--- src/rtl/counter_nbit_if.sv ---
// Control and status bundle for counter_nbit: the bench drives the master side,
// the counter sits on the slave side.
interface counter_nbit_if #(
  parameter int unsigned WIDTH = 3
);
  logic             sclr;
  logic             load;
  logic [WIDTH-1:0] din;
  logic             en;
  logic             up;
  logic [WIDTH-1:0] q;
  logic [WIDTH-1:0] qbar;
  logic             tc;
  logic             wrap;

  modport master (
    output sclr, load, din, en, up,
    input  q, qbar, tc, wrap
  );

  modport slave (
    input  sclr, load, din, en, up,
    output q, qbar, tc, wrap
  );
endinterface

--- src/rtl/counter_nbit.sv ---
// Modulo-MODULUS up/down counter with synchronous clear, saturating parallel
// load, combinational terminal count and a registered wrap pulse.
module counter_nbit #(
  parameter int unsigned      WIDTH   = 3,
  parameter longint unsigned  MODULUS = 64'd1 << WIDTH
) (
  input  logic          clk,
  input  logic          clr,
  counter_nbit_if.slave bus
);

  localparam logic [WIDTH-1:0] MAX = WIDTH'(MODULUS - 64'd1);

  logic [WIDTH-1:0] q_nxt;
  logic             tc_c;

  // Terminal count: the step taken on this edge will wrap.
  always_comb begin
    tc_c = 1'b0;
    if (bus.en && !bus.sclr && !bus.load) begin
      tc_c = bus.up ? (bus.q == MAX) : (bus.q == '0);
    end
  end

  // Next count, priority sclr > load > en > hold; all arithmetic stays in 0..MAX.
  always_comb begin
    q_nxt = bus.q;
    if (bus.sclr) begin
      q_nxt = '0;
    end else if (bus.load) begin
      q_nxt = (bus.din > MAX) ? MAX : bus.din;
    end else if (bus.en) begin
      if (bus.up) begin
        q_nxt = (bus.q == MAX) ? '0 : bus.q + WIDTH'(1);
      end else begin
        q_nxt = (bus.q == '0) ? MAX : bus.q - WIDTH'(1);
      end
    end
  end

  always_ff @(posedge clk or posedge clr) begin
    if (clr) begin
      bus.q    <= '0;
      bus.wrap <= 1'b0;
    end else begin
      bus.q    <= q_nxt;
      bus.wrap <= tc_c;
    end
  end

  assign bus.tc   = tc_c;
  assign bus.qbar = ~bus.q;

endmodule
--- src/flat_wrapper.sv ---
// flat-port wrapper written by rule: the top's interface ports become plain ports
module counter_nbit_flat 
#(
  parameter int unsigned      WIDTH   = 3,
  parameter longint unsigned  MODULUS = 64'd1 << WIDTH
)
  (clk, clr, bus_sclr, bus_load, bus_din, bus_en, bus_up, bus_q, bus_qbar, bus_tc, bus_wrap);
  counter_nbit_if #(.WIDTH(WIDTH)) bus_i ();
  input  logic clk;
  input  logic clr;
  input wire logic [$bits(bus_i.sclr)-1:0] bus_sclr;
  input wire logic [$bits(bus_i.load)-1:0] bus_load;
  input wire logic [$bits(bus_i.din)-1:0] bus_din;
  input wire logic [$bits(bus_i.en)-1:0] bus_en;
  input wire logic [$bits(bus_i.up)-1:0] bus_up;
  output wire logic [$bits(bus_i.q)-1:0] bus_q;
  output wire logic [$bits(bus_i.qbar)-1:0] bus_qbar;
  output wire logic [$bits(bus_i.tc)-1:0] bus_tc;
  output wire logic [$bits(bus_i.wrap)-1:0] bus_wrap;
  assign bus_i.sclr = bus_sclr;
  assign bus_i.load = bus_load;
  assign bus_i.din = bus_din;
  assign bus_i.en = bus_en;
  assign bus_i.up = bus_up;
  assign bus_q = bus_i.q;
  assign bus_qbar = bus_i.qbar;
  assign bus_tc = bus_i.tc;
  assign bus_wrap = bus_i.wrap;
  counter_nbit #(.WIDTH(WIDTH), .MODULUS(MODULUS)) u_core (.clk(clk), .clr(clr), .bus(bus_i));
endmodule
--- config.mk ---
export PLATFORM = sky130hd
export DESIGN_NAME = counter_nbit_flat
export DESIGN_NICKNAME = d
export VERILOG_FILES = /design/src/rtl/counter_nbit_if.sv /design/src/rtl/counter_nbit.sv /design/src/flat_wrapper.sv
export SDC_FILE = /design/constraint.sdc
export NUM_CORES = 1
export LEC_CHECK = 0
export BUFFER_PORTS_ARGS = -buffer_cell sky130_fd_sc_hd__buf_2
export CAP_MARGIN = 20
export CELL_PAD_IN_SITES_DETAIL_PLACEMENT = 2
export CELL_PAD_IN_SITES_GLOBAL_PLACEMENT = 2
export CORE_MARGIN = 3
export CORE_UTILIZATION = 22
export DETAILED_ROUTE_END_ITERATION = 12
export HOLD_SLACK_MARGIN = 0.15
export PLACE_DENSITY = 0.78
export REMOVE_ABC_BUFFERS = 1
export SYNTH_ARGS = -nofsm -noshare
export SYNTH_HDL_FRONTEND = slang
export SYNTH_SLANG_ARGS = --single-unit
export TNS_END_PERCENT = 20
--- constraint.sdc ---
create_clock -name clk -period 4.1 [get_ports clk]
set_clock_uncertainty 0.2 [all_clocks]
set_input_delay 0.82 -clock clk [delete_from_list [all_inputs] [get_ports clk]]
set_output_delay 0.82 -clock clk [all_outputs]
set_load 0.1 [all_outputs]
==> metrics.yaml, run 1 <==
finish:
  fin_util_pct: 34.9
  final_common_cell: "buf_2"
  drive_gt1_share_pct: 40.0
  most-common-layout-cells: "16 x buf_2, 5 x a21oi_1, 5 x inv_1"
  area_growth_pct: 41.6
  multi_input_area_sq_um: 170
  fillers: 145
  final_area_sq_um: 409
  seq_area_sq_um: 100
  num_antenna_cells: 0
  fin_nets: 65
global_route:
  grt_first_pass_wirelength_mm: 1.50
  grt_usage_pct: 11.3
  grt_overflow: 0
  grt_max_degree: 8
  grt_pass1_vias: 314
  grt_antenna_before_repair: 0
status:
  status: "finished, final reports clean"
yosys:
  ys_ff_latch: 4
  syn_avg_cell_area_sq_um: 9.32
  synth_top_area_cell: "dfrtp_1"
  yosysWarnings: 0
  synth_cell_types: 14
  synth_cells: 31
  synth_area_sq_um: 289
  synth_top_area_share_pct: 34.6
  ys_seq_area_share_pct: 34.6
  synthTopCellsByArea: "dfrtp_1 35%, ha_1 17%, a21oi_1 8.7%, inv_1 6.5%, xor2_1 6.1%"
drt:
  vias_per_cell: 4.63
  wl_per_cell_microns: 12.3
  ant_nets: 0
  routed_wl_microns: 786
  vias: 296
  route.detailed.drc: 0
  first_iter_violations: 1
  drt_pass1_iterations: 2
floorplanning:
  die_area_sq_um: 1780
  start_util_pct: 24.7
  core_area_sq_um: 1170
  die_w_microns: 42.2
  dieHeight_microns: 42.2
  ios: 17
  num_rows: 12
clock_tree:
  tritoncts: "yes"
  postCtsSetupBuffers: 0
  cts_hold_buf: 0
  clock_latency_ns: 0.23
  ctsResizeCount: 0
  cts_made_buffers: 3
  htree_levels: 1
  clockRootBuffer: "clkbuf_4"
  path_clk_slew_ns: 0.04
  clk_path_buf_depth: 2
  cts_sinks: 4
worst_setup_path:
  arrival_ns: 1.80
  critical_path.max_fanout: 6
  endpoint_kind: "primary output"
  cp-start-kind: "primary input"
  critPathKind: "primary input to primary output"
  critical_path_required_ns: 3.08
sta:
  fin_crit_ns: 2.82
  rsz0062_at_grt: "no"
  relSlewSlack_pct: 67.9
  setup_viol: 0
  tightest_slew_ns: 0.485
  max_freq_mhz: 355
  slew_violations: 0
  setup_slack_ns: 1.28
  finalCritPeriodShare_pct: 68.8
  hold_slack_ns: 0.258
  hold_violations: 0
pwr:
  powerDensity_nw_per_um2: 399
  leakage_nw: 0.227
  vdd_drop_max_mv: 0.206
placed_design:
  port_buffers: 16
  place_ws_ns: 1.27
  dp_hpwl_microns: 669
  place_area_sq_um: 387
  gp_congestion: 0.692
run:
  cap_violations: 0
hold_path:
  min_path_type: "primary input to asynchronous set/reset pin"
[layout make-up]
cell class / instances / area share [%]
multi-input combinational: 22 / 41.6
sequential: 4 / 24.5
timing repair buffer: 16 / 19.6
clock buffer: 3 / 5.50
inverter: 5 / 4.59
tap: 14 / 4.28
[critical path, stage by stage]
cell and delay [ns]:
buf_2 0.14, nor3b_2 0.19, nor2b_1 0.19, buf_2 0.45
[cells in the mapped netlist]
cell	instances
xor2_1	2
dfrtp_1	4
o41ai_1	1
ha_1	4
a21oi_1	5
nor2_1	3
nor3b_1	1
nor2b_1	1
o21a_1	1
o22ai_1	1
inv_1	5
mux2i_1	1
a22oi_1	1
nor3b_2	1
[flip-flops by register name, summed over array words and instances, names as in the netlist]
register and count:
u_core.bus.wrap 1, u_core.bus.q 3
[power breakdown]
part	internal (mW)	switching (mW)
sequential	0.0423	0.00351
clock	0.0327	0.0152
combinational	0.0149	0.0547
[metrics by stage]
stage	instances	power [mW]	setup TNS, ns
2_1_floorplan	31	0.100	-0.218
3_3_place_gp	61	0.116	0
3_5_place_dp	61	0.117	0
4_1_cts	64	0.168	0
5_1_grt	64	0.179	0
6_report	64	0.163	0
[layer usage]
layer | share of wire [%] | track usage [%] | vias up
met5 | 0 | 0 | -
met4 | 0 | 5.59 | 0
met3 | 6.7 | 5.15 | 0
met2 | 50 | 17.9 | 11
met1 | 43 | 12.7 | 139
li1 | - | - | 146
[final timing paths]
path / from / to / slack (ns) / cells past startpoint
worst max register to register: u_core.bus.q[0]$_DFFE_PP0P_ / u_core.bus.q[1]$_DFFE_PP0P_ / 2.58 / 5
worst min register to register: u_core.bus.q[1]$_DFFE_PP0P_ / u_core.bus.q[1]$_DFFE_PP0P_ / 0.52 / 3
worst max-delay path: bus_load / bus_tc / 1.28 / 4
min in group clk: u_core.bus.q[1]$_DFFE_PP0P_ / u_core.bus.q[1]$_DFFE_PP0P_ / 0.52 / 3
worst min-delay path: clr / u_core.bus.wrap$_DFF_PP0_ / 0.26 / 2
max in group asynchronous: clr / u_core.bus.q[0]$_DFFE_PP0P_ / 3.29 / 2
[logic make-up after synthesis]
family,after synthesis,share of synthesized area [%]
compound gates,9,19.1
xor+xnor,2,6.06
fa+ha+maj,4,17.3
buf+inv,5,6.49
flops,4,34.6
mux,1,3.46
simple gates,6,13.0
(Power assumes the default switching activity.)
==> run 2: changes to the inputs <==
--- a/config.mk
+++ b/config.mk
@@ -10,10 +10,10 @@
 export CELL_PAD_IN_SITES_DETAIL_PLACEMENT = 2
 export CELL_PAD_IN_SITES_GLOBAL_PLACEMENT = 2
 export CORE_MARGIN = 3
-export CORE_UTILIZATION = 22
+export CORE_UTILIZATION = 20
 export DETAILED_ROUTE_END_ITERATION = 12
 export HOLD_SLACK_MARGIN = 0.15
-export PLACE_DENSITY = 0.78
+export PLACE_DENSITY = 0.72
 export REMOVE_ABC_BUFFERS = 1
 export SYNTH_ARGS = -nofsm -noshare
 export SYNTH_HDL_FRONTEND = slang
==> constraint.sdc (replaced) <==
create_clock -name clk -period 2.74 [get_ports clk]
set_clock_uncertainty 0.2 [all_clocks]
set_input_delay 0.548 -clock clk [delete_from_list [all_inputs] [get_ports clk]]
set_output_delay 0.548 -clock clk [all_outputs]
set_load 0.1 [all_outputs]
==> metrics.yaml, run 2 (same netlist as run 1, synthesis figures left out) <==
worst_setup_path:
  crit_path_frequent_cell: "ha_1"
  crit_chain: "ha_1 -> ha_1 -> a22oi_1 -> nor2b_1 -> buf_2"
  critical_path.max_fanout: 4  # -2
  critPathKind: "flop to primary output"
  cp-start-kind: "flop"
  max_stage_delay_ns: 0.45  # about the same
  ff2ff_path_depth: 5  # unchanged
  endpoint_kind: "primary output"
  critical_path_required_ns: 1.99  # -1.09 ns
  path_buf_inv: 1  # -1
  arrival_ns: 1.64  # -0.16 ns
  crit_cells: 5  # +1
  cpLargestDelayFamily: "buffers and inverters"
  crit_slowest_cell: "buf_2"
clock_tree:
  tritoncts: "yes"
  htree_levels: 1  # unchanged
  clk_path_buf_depth: 2  # unchanged
  path_clk_slew_ns: 0.03  # about the same
  clock_latency_ns: 0.23  # about the same
  cts_sinks: 4  # unchanged
  cts_made_buffers: 3  # unchanged
  clockRootBuffer: "clkbuf_4"
  ctsResizeCount: 0  # unchanged
drt:
  route.detailed.drc: 0  # unchanged
  wl_per_cell_microns: 11.9  # -3.3%
  ant_nets: 0  # unchanged
  routed_wl_microns: 784  # -0.25%
  vias_per_cell: 4.48  # -3.0%
  drt_pass1_iterations: 1  # -1
  first_iter_violations: 0  # -1
  vias: 296  # unchanged
hold_path:
  min_path_cells: 2
  min_path_type: "primary input to flop"
pwr:
  vdd_drop_max_mv: 0.226  # +9.5%
  power_mw: 0.245  # +50%
  leakage_nw: 0.231  # +1.8%
  powerDensity_nw_per_um2: 582  # +46%
sta:
  max_freq_mhz: 420
  slew_violations: 0  # unchanged
  finalCritPeriodShare_pct: 87.0
  hold_violations: 0  # unchanged
  setup_viol: 0  # unchanged
  relSlewSlack_pct: 67.7  # -0.17 points
  tightest_slew_ns: 0.488  # +0.00255 ns
  fin_crit_ns: 2.38
  rsz0062_at_grt: "no"
global_route:
  grt_max_degree: 8  # unchanged
  grt_overflow: 0  # unchanged
  grt_first_pass_wirelength_mm: 1.26  # -16%
  grt_antenna_before_repair: 0  # unchanged
  grt_usage_pct: 9.21  # -2.1 points
  grt_pass1_vias: 302  # -3.8%
finish:
  fin_nets: 66  # +1.5%
  final_area_sq_um: 420  # +2.8%
  most-common-layout-cells: "16 x buf_2, 5 x a21oi_1, 5 x inv_1"
  largest_reg_flops: 3  # unchanged
  reg_top3: "u_core.bus.q x3, u_core.bus.wrap x1"
  area_growth_pct: 45.5
  final_common_cell: "buf_2"
  drive_gt1_share_pct: 39.2  # -0.78 points
  num_antenna_cells: 0  # unchanged
  regMostFlops: "u_core.bus.q"
  fillers: 167  # +15%
floorplanning:
  start_util_pct: 21.7  # -3.0 points
  die_area_sq_um: 1940  # +8.6%
  dieHeight_microns: 44.0  # +4.2%
  die_w_microns: 44.0  # +4.2%
  core_area_sq_um: 1330  # +14%
  num_rows: 13  # +1
  ios: 17  # unchanged
placed_design:
  port_buffers: 16  # unchanged
  gp_congestion: 0.645  # -6.8%
  place_area_sq_um: 388  # +0.32%
run:
  cap_violations: 0  # unchanged
status:
  status: "finished, final reports clean"
run 2: cell types whose count changed in the layout (fill, tap and decap cells not counted):
cell           previous run  this run
dlygate4sd3_1             0         1
run 2: where the power goes:
part / leakage [nW] / switching, mW / internal [mW]
clock: 0.0138 / 0.0225 / 0.0489
sequential: 0.0527 / 0.00522 / 0.0634
combinational: 0.164 / 0.0814 / 0.0232
run 2: layout make-up:
class                   instances  area, sq um  area share, %
flip-flops and latches          4          100           23.8
repair buffers                 17         90.1           21.4
multi-input cells              22          170           40.5
inverters                       5         18.8           4.46
clock buffers                   3         22.5           5.36
well taps                      15         18.8           4.46
run 2: stage by stage:
step / instances / util [%] / setup TNS [ns] / hold slack [ns] / setup WS, ns
2_1_floorplan: 31 / - / -2.53 / 0.114 / -1.31
3_3_place_gp: 62 / 29.1 / 0 / 0.232 / 0.478
3_5_place_dp: 62 / 29.1 / 0 / 0.233 / 0.409
4_1_cts: 66 / 31.5 / 0 / 0.330 / 0.317
5_1_grt: 66 / 31.5 / 0 / 0.339 / 0.250
6_report: 66 / 31.5 / 0 / 0.334 / 0.356
run 2: timing repair:
action	4_1_cts	5_1_grt
buffers inserted	0	0
hold buffers	1	0
hold endpoints to repair	4	0
run 2: worst register-to-register path: cells and delay by family, from the launching register on:
kind / cells / cell delay [ns]
buf+inv: 1 / 0.09
flops: 1 / 0.41
compound gates: 2 / 0.25
fa+ha+maj: 1 / 0.31
xor+xnor: 1 / 0.15
run 2: final timing paths:
path / from / endpoint / slack (ns)
max in group asynchronous: clr / u_core.bus.q[1]$_DFFE_PP0P_ / 1.65
worst min register to register: u_core.bus.q[1]$_DFFE_PP0P_ / u_core.bus.q[1]$_DFFE_PP0P_ / 0.52
min in group asynchronous: clr / u_core.bus.q[2]$_DFFE_PP0P_ / 0.54
worst max register to register: u_core.bus.q[0]$_DFFE_PP0P_ / u_core.bus.q[1]$_DFFE_PP0P_ / 1.21
worst min-delay path: bus_sclr / u_core.bus.q[0]$_DFFE_PP0P_ / 0.33
worst max-delay path: u_core.bus.q[0]$_DFFE_PP0P_ / bus_tc / 0.36
run 2: routing by layer:
metal | GRT usage [%] | wire (microns) | vias to the layer above
met5 | 0 | 0 | -
met4 | 5.42 | 17 | 0
met3 | 3.66 | 75 | 2
met2 | 14.8 | 359 | 15
met1 | 10.2 | 332 | 129
li1 | - | - | 150
